--- src/rtl/noc_axi4_bridge_deser_pp.sv ---
// noc_axi4_bridge_deser_pp: double-buffered NoC-to-AXI deserializer collecting header and payload flits
// into ping-pong slots with zero-fill, oversize/undersize detection and optional byte swap.
module noc_axi4_bridge_deser_pp #(
    parameter int NOC_W          = 64,
    parameter int AXI_W          = 512,
    parameter int HDR_FLITS      = 3,
    parameter int LEN_W          = 8,
    parameter int LEN_LSB        = 22,
    parameter int DESER_ORDER    = 0,
    parameter int SWAP_ENDIANESS = 0
) (
    input  logic                       clk,
    input  logic                       rst_n,
    input  logic [NOC_W-1:0]           flit_in,
    input  logic                       flit_in_val,
    output logic                       flit_in_rdy,
    input  logic                       phy_init_done,
    output logic [HDR_FLITS*NOC_W-1:0] header_out,
    output logic [AXI_W-1:0]           data_out,
    output logic [LEN_W-1:0]           payload_cnt,
    output logic                       pkt_err,
    output logic                       out_val,
    input  logic                       out_rdy
);
    localparam int PAYLOAD = AXI_W / NOC_W;
    localparam int HW = HDR_FLITS * NOC_W;

    typedef enum logic [1:0] {HDR, DATA, DROP} state_t;

    state_t           state;
    logic [HW-1:0]    hdr_q  [2];
    logic [AXI_W-1:0] data_q [2];
    logic [LEN_W-1:0] cnt_q  [2];
    logic [1:0]       err_q, full_q;
    logic             wr_ptr, rd_ptr;
    logic [LEN_W-1:0] remaining, rem_eff, lane;
    logic [2:0]       hidx;
    logic             acc, pop, first, last, cnt_full;
    logic [NOC_W-1:0] sw;

    assign flit_in_rdy = phy_init_done & ~full_q[wr_ptr];
    assign acc         = flit_in_val & flit_in_rdy;
    assign out_val     = full_q[rd_ptr];
    assign pop         = out_val & out_rdy;
    assign header_out  = hdr_q[rd_ptr];
    assign data_out    = data_q[rd_ptr];
    assign payload_cnt = cnt_q[rd_ptr];
    assign pkt_err     = err_q[rd_ptr];

    // The length field counts the flits that follow the first one, so the first flit uses it directly.
    assign first    = (state == HDR) && (hidx == 3'd0);
    assign rem_eff  = first ? flit_in[LEN_LSB +: LEN_W] : remaining;
    assign last     = (rem_eff == '0);
    assign cnt_full = (cnt_q[wr_ptr] == LEN_W'(PAYLOAD));
    assign lane     = (DESER_ORDER != 0) ? LEN_W'(PAYLOAD - 1) - cnt_q[wr_ptr] : cnt_q[wr_ptr];

    always_comb begin
        sw = flit_in;
        if (SWAP_ENDIANESS != 0)
            for (int b = 0; b < NOC_W / 8; b++)
                sw[b*8 +: 8] = flit_in[NOC_W-8-b*8 +: 8];
    end

    always_ff @(posedge clk) begin
        if (!rst_n) begin
            state     <= HDR;
            hidx      <= '0;
            remaining <= '0;
            wr_ptr    <= 1'b0;
            rd_ptr    <= 1'b0;
            full_q    <= '0;
            err_q     <= '0;
            for (int s = 0; s < 2; s++) begin
                hdr_q[s]  <= '0;
                data_q[s] <= '0;
                cnt_q[s]  <= '0;
            end
        end else begin
            if (pop) begin
                full_q[rd_ptr] <= 1'b0;
                rd_ptr         <= ~rd_ptr;
            end
            if (acc) begin
                remaining <= rem_eff - LEN_W'(1);
                if (last) begin
                    full_q[wr_ptr] <= 1'b1;
                    wr_ptr         <= ~wr_ptr;
                    state          <= HDR;
                    hidx           <= '0;
                end
                case (state)
                    HDR: begin
                        if (first) begin
                            hdr_q[wr_ptr]  <= HW'(flit_in);
                            data_q[wr_ptr] <= '0;
                            cnt_q[wr_ptr]  <= '0;
                        end else begin
                            for (int k = 1; k < HDR_FLITS; k++)
                                if (k == int'(hidx)) hdr_q[wr_ptr][k*NOC_W +: NOC_W] <= flit_in;
                        end
                        err_q[wr_ptr] <= last && (hidx != 3'(HDR_FLITS - 1));
                        if (!last) begin
                            if (hidx == 3'(HDR_FLITS - 1)) begin
                                state <= DATA;
                                hidx  <= '0;
                            end else begin
                                hidx <= hidx + 3'd1;
                            end
                        end
                    end
                    DATA: begin
                        if (cnt_full) begin
                            err_q[wr_ptr] <= 1'b1;
                            if (!last) state <= DROP;
                        end else begin
                            for (int p = 0; p < PAYLOAD; p++)
                                if (p == int'(lane)) data_q[wr_ptr][p*NOC_W +: NOC_W] <= sw;
                            cnt_q[wr_ptr] <= cnt_q[wr_ptr] + LEN_W'(1);
                        end
                    end
                    default: ;
                endcase
            end
        end
    end
endmodule

--- config.mk ---
export PLATFORM = sky130hd
export DESIGN_NAME = noc_axi4_bridge_deser_pp
export DESIGN_NICKNAME = d
export VERILOG_FILES = /design/src/rtl/noc_axi4_bridge_deser_pp.sv
export SDC_FILE = /design/constraint.sdc
export NUM_CORES = 2
export LEC_CHECK = 0
export ABC_AREA = 1
export BUFFER_PORTS_ARGS = -buffer_cell sky130_fd_sc_hd__buf_2
export CAP_MARGIN = 5
export CORE_UTILIZATION = 28
export CTS_CLUSTER_SIZE = 8
export DETAILED_ROUTE_END_ITERATION = 10
export GPL_TIMING_DRIVEN = 0
export PLACE_DENSITY_LB_ADDON = 0.05
export SLEW_MARGIN = 20
export SYNTH_ARGS = -nofsm -noshare
export SYNTH_HDL_FRONTEND = slang
export SYNTH_SLANG_ARGS = --single-unit
--- constraint.sdc ---
create_clock -name clk -period 19.2 [get_ports clk]
set_clock_uncertainty 0.1 [all_clocks]
set_input_delay 1.92 -clock clk [delete_from_list [all_inputs] [get_ports clk]]
set_output_delay 1.92 -clock clk [all_outputs]
set_load 0.03 [all_outputs]
==> impl.org <==
** Status
- Status :: finished, final reports clean

** Detailed routing
- Routed via count divided by cell count :: 5.021
- In the final routed layout, each cell accounts on average for between 30 and 40 um.
- First-iteration detailed-routing DRC count :: 4046
- Final wirelength :: between 300000 and 400000 um
- Via Count :: between 40000 and 50000
- After detailed routing, the number of remaining DRC violations is 0.
- The count of nets left with antenna violations once routing finished came out at 0.
- Before antenna repair, the detailed router went through 6 iterations.

** Die
- Standard-cell rows :: 177
- The initial utilization of the core area, before any placement, comes to 28.22%.
- In this run the vertical extent of the chip is 486.5 um.
- Pin placement for this block handled about 780 I/O pins.
- DIE WIDTH :: 486.5 um
- Die outline area :: around 240000 sq um
- The region available for standard cell placement spans 233000 sq um.

** Global routing
- For this run, the total global-route usage over all layers was measured as 25.16%.
- Pin count of the biggest net entering global routing :: 35
- Initial antenna violation count :: 43
- The via count of the first global-routing pass came to around 44000.
- Summed over all layers, the global routing overflow is 0.
- First-pass GRT wire length :: 400700 um

** CTS
- Gates resized, CTS repair :: 0
- Once the clock tree was built, the setup fixing pass inserted 0 buffers.
- Hold repair after CTS inserted 0 buffers.
- The root buffer cell chosen for the clock tree is sky130_fd_sc_hd__clkbuf_16.
- Number of sinks handled by clock tree synthesis :: approximately 1400
- TritonCTS built the clock tree.
- Clock buffer depth :: 3
- Clock network latency to the later pin of the worst-skew pair :: around 0.85 ns
- H-tree level count :: 4
- Clock-pin slew was measured on the worst setup and hold paths at 0.06 ns.
- Clock tree synthesis inserted a total of ~200 buffers.

** Placement
- In this run the tool buffered the top-level ports with 783 buffer cells.
- Prior to clock tree synthesis, the placed netlist has a worst setup slack of roughly 14 ns.
- Routability-driven placement finished with a final weighted congestion of 0.8098.
- HPWL Detailed :: between 200000 and 250000 um

** Pwr
- Overall power consumption after layout is estimated at around 7.6 mW.
- For this design the static power due to leakage is just under 30 nW.
- Per report_power, the sequential group accounts for 47.6% of the total.
- For this design the ratio of total power to cell area is 93.96 nW/um^2.
- Of the total power, combinational logic draws 9.3%.
- Switch share :: 26.20%
- Clock power share :: a little over two fifths
- For this design the total switching power over the nets is 1.998 mW.
- Int Power :: 5.628 mW
- IR analysis of the VDD net gives a maximum drop of 0.08545 mV.

** Setup path
- The number of buffers and inverters on the critical path is 6.
- At the worst endpoint, the arrival time is 4.20 ns.
- The worst setup path is launched from a flip-flop.
- Critical Setup Path Class :: reg -> out
- The worst setup path is captured at an output port.
- CP Data Required Time :: approximately 17 ns
- In this run the critical register-to-register path is launched from wr_ptr$_SDFFE_PN0P_.
- Highest-delay cell along the critical path :: sky130_fd_sc_hd__clkbuf_1
- Along the worst path, the maximum fanout reaches 10.
- Worst path top cell family by delay :: buffers and inverters
- Walking the worst path, the cells encountered are clkbuf_1, clkbuf_2, clkbuf_2, buf_16, clkbuf_1, mux2_2, buf_2.
- Maximum single-stage delay on the critical path :: 0.75 ns

** Cells and area
- Combined area of the multi-input logic cells :: 19580 sq um
- Relative area change from synthesis to final layout :: 23.47%
- Sequential cell area in the final layout :: 43180 sq um
- The final layout contains 5651 nets.
- The layout has ~23000 filler cells.
- For this run, the share of the core covered by cells in the final layout is 34.84%.
- Cells with a size suffix above 1 make up 46.04% of the layout.

** Timing
- The number of failing hold endpoints at the final stage was 0.
- Post-route setup TNS :: 0 ns
- For the pin with the worst max-slew slack, the measured transition is roughly 1.2 ns.
- In this run the tightest slew margin relative to its limit is 21.04%.
- Of the available clock period, the critical path in the final layout requires 32.40%.
- Setup violations remaining at the end of the flow were counted as 0.
- The worst path meets setup with 12.98 ns of slack.
- Fin crit period :: 6.221 ns
- Setup repair after global routing left no endpoint under its margin.
- Based on the critical path, the design can be clocked at up to roughly 160 MHz.
- The max-slew violation count is 0.

** Min path
- The path class of the tightest hold or removal check is reg -> reg.
- The startpoint identified for the worst hold timing path is full_q[1]$_SDFF_PN0_.

** Synth
- Most common cell in the synthesized netlist :: sky130_fd_sc_hd__edfxtp_1
- Post-synth EDFFs :: ~1400
- Top post-synthesis cells by count :: 1424 x sky130_fd_sc_hd__edfxtp_1, 706 x sky130_fd_sc_hd__mux2_2, 683 x sky130_fd_sc_hd__nor3_1
- The cell area that synthesis handed to floorplanning was 65740 sq um.
- Yosys top cell by area :: sky130_fd_sc_hd__edfxtp_1
- Flop and latch count out of synthesis :: approximately 1400
- Async S/R FF share, synth :: 0%
- Area share of the largest cell type after synthesis :: 65.05%
- Dominant register cell in the synthesized netlist :: sky130_fd_sc_hd__edfxtp_1
- Sorting the synthesized cells by area gives the leading types as sky130_fd_sc_hd__edfxtp_1 65%, sky130_fd_sc_hd__mux2_2 12%, sky130_fd_sc_hd__nor3_2 9.2%.
- Synthesized netlist cell count :: 4517
- The Yosys step of the flow raised 0 warnings.
- Sequential area share after synthesis :: 65.69%
- Average cell area after synthesis :: 14.55 sq um
- The number of nets in the synthesized netlist is 4592.
- Synth cell types :: 32

** Run
- Max_cap viols :: 0
logic make-up after synthesis:
family / share of synthesized area [%]
AO/OA/AOI/OAI: 0.4796
multiplexers: 12.09
adder cells (fa/ha/maj): 0.1142
XOR/XNOR: 0.03998
buffers and inverters: 4.817
AND/OR/NAND/NOR: 16.77
flip-flops: 65.69
flip-flops by register name, indices dropped and copies added, names as in the netlist, named ones only:
signal     flops
data_q      1024
hdr_q        384
cnt_q         16
remaining      8
hidx           3
err_q          2
full_q         2
state          2
rd_ptr         1
wr_ptr         1
metal layers:
| metal | global-route usage (%) | up-vias | part of all wire, % |
|---|---|---|---|
| met1 | 35.03 | 23170 | 45 |
| met5 | 0 | - | 0.016 |
| met2 | 40.67 | 1641 | 47 |
| met4 | 6.276 | 8 | 2.2 |
| li1 | - | 18850 | - |
| met3 | 3.887 | 280 | 6.0 |
worst reg2reg max path, delay by kind of cell (launching register included):
family        cells  cell delay (ns)
flops             1             0.30
buf+inv           8             2.62
simple gates      2             0.78
cell usage in the layout, fill, tap and decap left out, types with 2 or more instances in the layout:
| cell | count |
|---|---|
| sky130_fd_sc_hd__nand2_2 | 3 |
| sky130_fd_sc_hd__nand3_1 | 25 |
| sky130_fd_sc_hd__edfxtp_1 | 1424 |
| sky130_fd_sc_hd__nand2_1 | 116 |
| sky130_fd_sc_hd__a21oi_1 | 23 |
| sky130_fd_sc_hd__nand2_4 | 16 |
| sky130_fd_sc_hd__nor2_1 | 182 |
| sky130_fd_sc_hd__o21ai_1 | 5 |
| sky130_fd_sc_hd__nor2_4 | 2 |
| sky130_fd_sc_hd__o21ai_4 | 6 |
| sky130_fd_sc_hd__nor3_4 | 2 |
| sky130_fd_sc_hd__inv_16 | 3 |
| sky130_fd_sc_hd__nand4_1 | 17 |
| sky130_fd_sc_hd__or2_2 | 2 |
| sky130_fd_sc_hd__buf_12 | 17 |
| sky130_fd_sc_hd__ha_1 | 6 |
| sky130_fd_sc_hd__clkbuf_2 | 31 |
| sky130_fd_sc_hd__clkbuf_16 | 201 |
| sky130_fd_sc_hd__nor3_2 | 602 |
| sky130_fd_sc_hd__inv_1 | 113 |
| sky130_fd_sc_hd__clkbuf_1 | 378 |
| sky130_fd_sc_hd__buf_4 | 9 |
| sky130_fd_sc_hd__buf_2 | 812 |
| sky130_fd_sc_hd__clkinv_1 | 3 |
| sky130_fd_sc_hd__dfxtp_1 | 21 |
| sky130_fd_sc_hd__diode_2 | 8 |
| sky130_fd_sc_hd__o21ai_0 | 24 |
| sky130_fd_sc_hd__nand3_2 | 7 |
| sky130_fd_sc_hd__nor3_1 | 683 |
| sky130_fd_sc_hd__xor2_1 | 3 |
| sky130_fd_sc_hd__buf_6 | 95 |
| sky130_fd_sc_hd__clkinv_16 | 8 |
| sky130_fd_sc_hd__buf_1 | 3 |
| sky130_fd_sc_hd__mux2_2 | 706 |
| sky130_fd_sc_hd__buf_16 | 56 |
through the flow:
step / hold WS (ns) / instances / instance area (sq um)
global placement: 0.3914 / 8432 / 73580
global route: 0.4266 / 8747 / 81150
finish: 0.4019 / 8753 / 81170
floorplan: 0.3671 / 4517 / 65740
CTS: 0.3986 / 8744 / 81140
detailed placement: 0.3916 / 8506 / 75700
worst paths after layout:
check	slack (ns)	cells after the start	end
max reg2reg	14.93	10	data_q[0][357]$_SDFFCE_PN0P_
min	0.40	2	full_q[1]$_SDFF_PN0_
min reg2reg	0.40	2	full_q[1]$_SDFF_PN0_
max	12.98	7	header_out[95]
layout make-up:
type	count	share of cell area (%)
Timing Repair Buffer	858	7.179
Antenna cell	8	0.02466
Clock inverter	14	0.3900
Inverter	115	0.5318
Clock buffer	224	6.303
Tap cell	3132	4.828
Multi-Input combinational cell	2435	24.12
Buffer	522	3.422
Sequential cell	1445	53.20
power by group through the flow:
stage	clock [mW]	sequential, mW	combinational (mW)
floorplan	0	3.69	0.375
global placement	0	3.73	0.671
detailed placement	0	3.69	0.717
CTS	3.35	3.63	0.719
global route	3.45	3.64	0.735
finish	3.29	3.63	0.709
No activity file was read; power rests on OpenSTA's default activity.
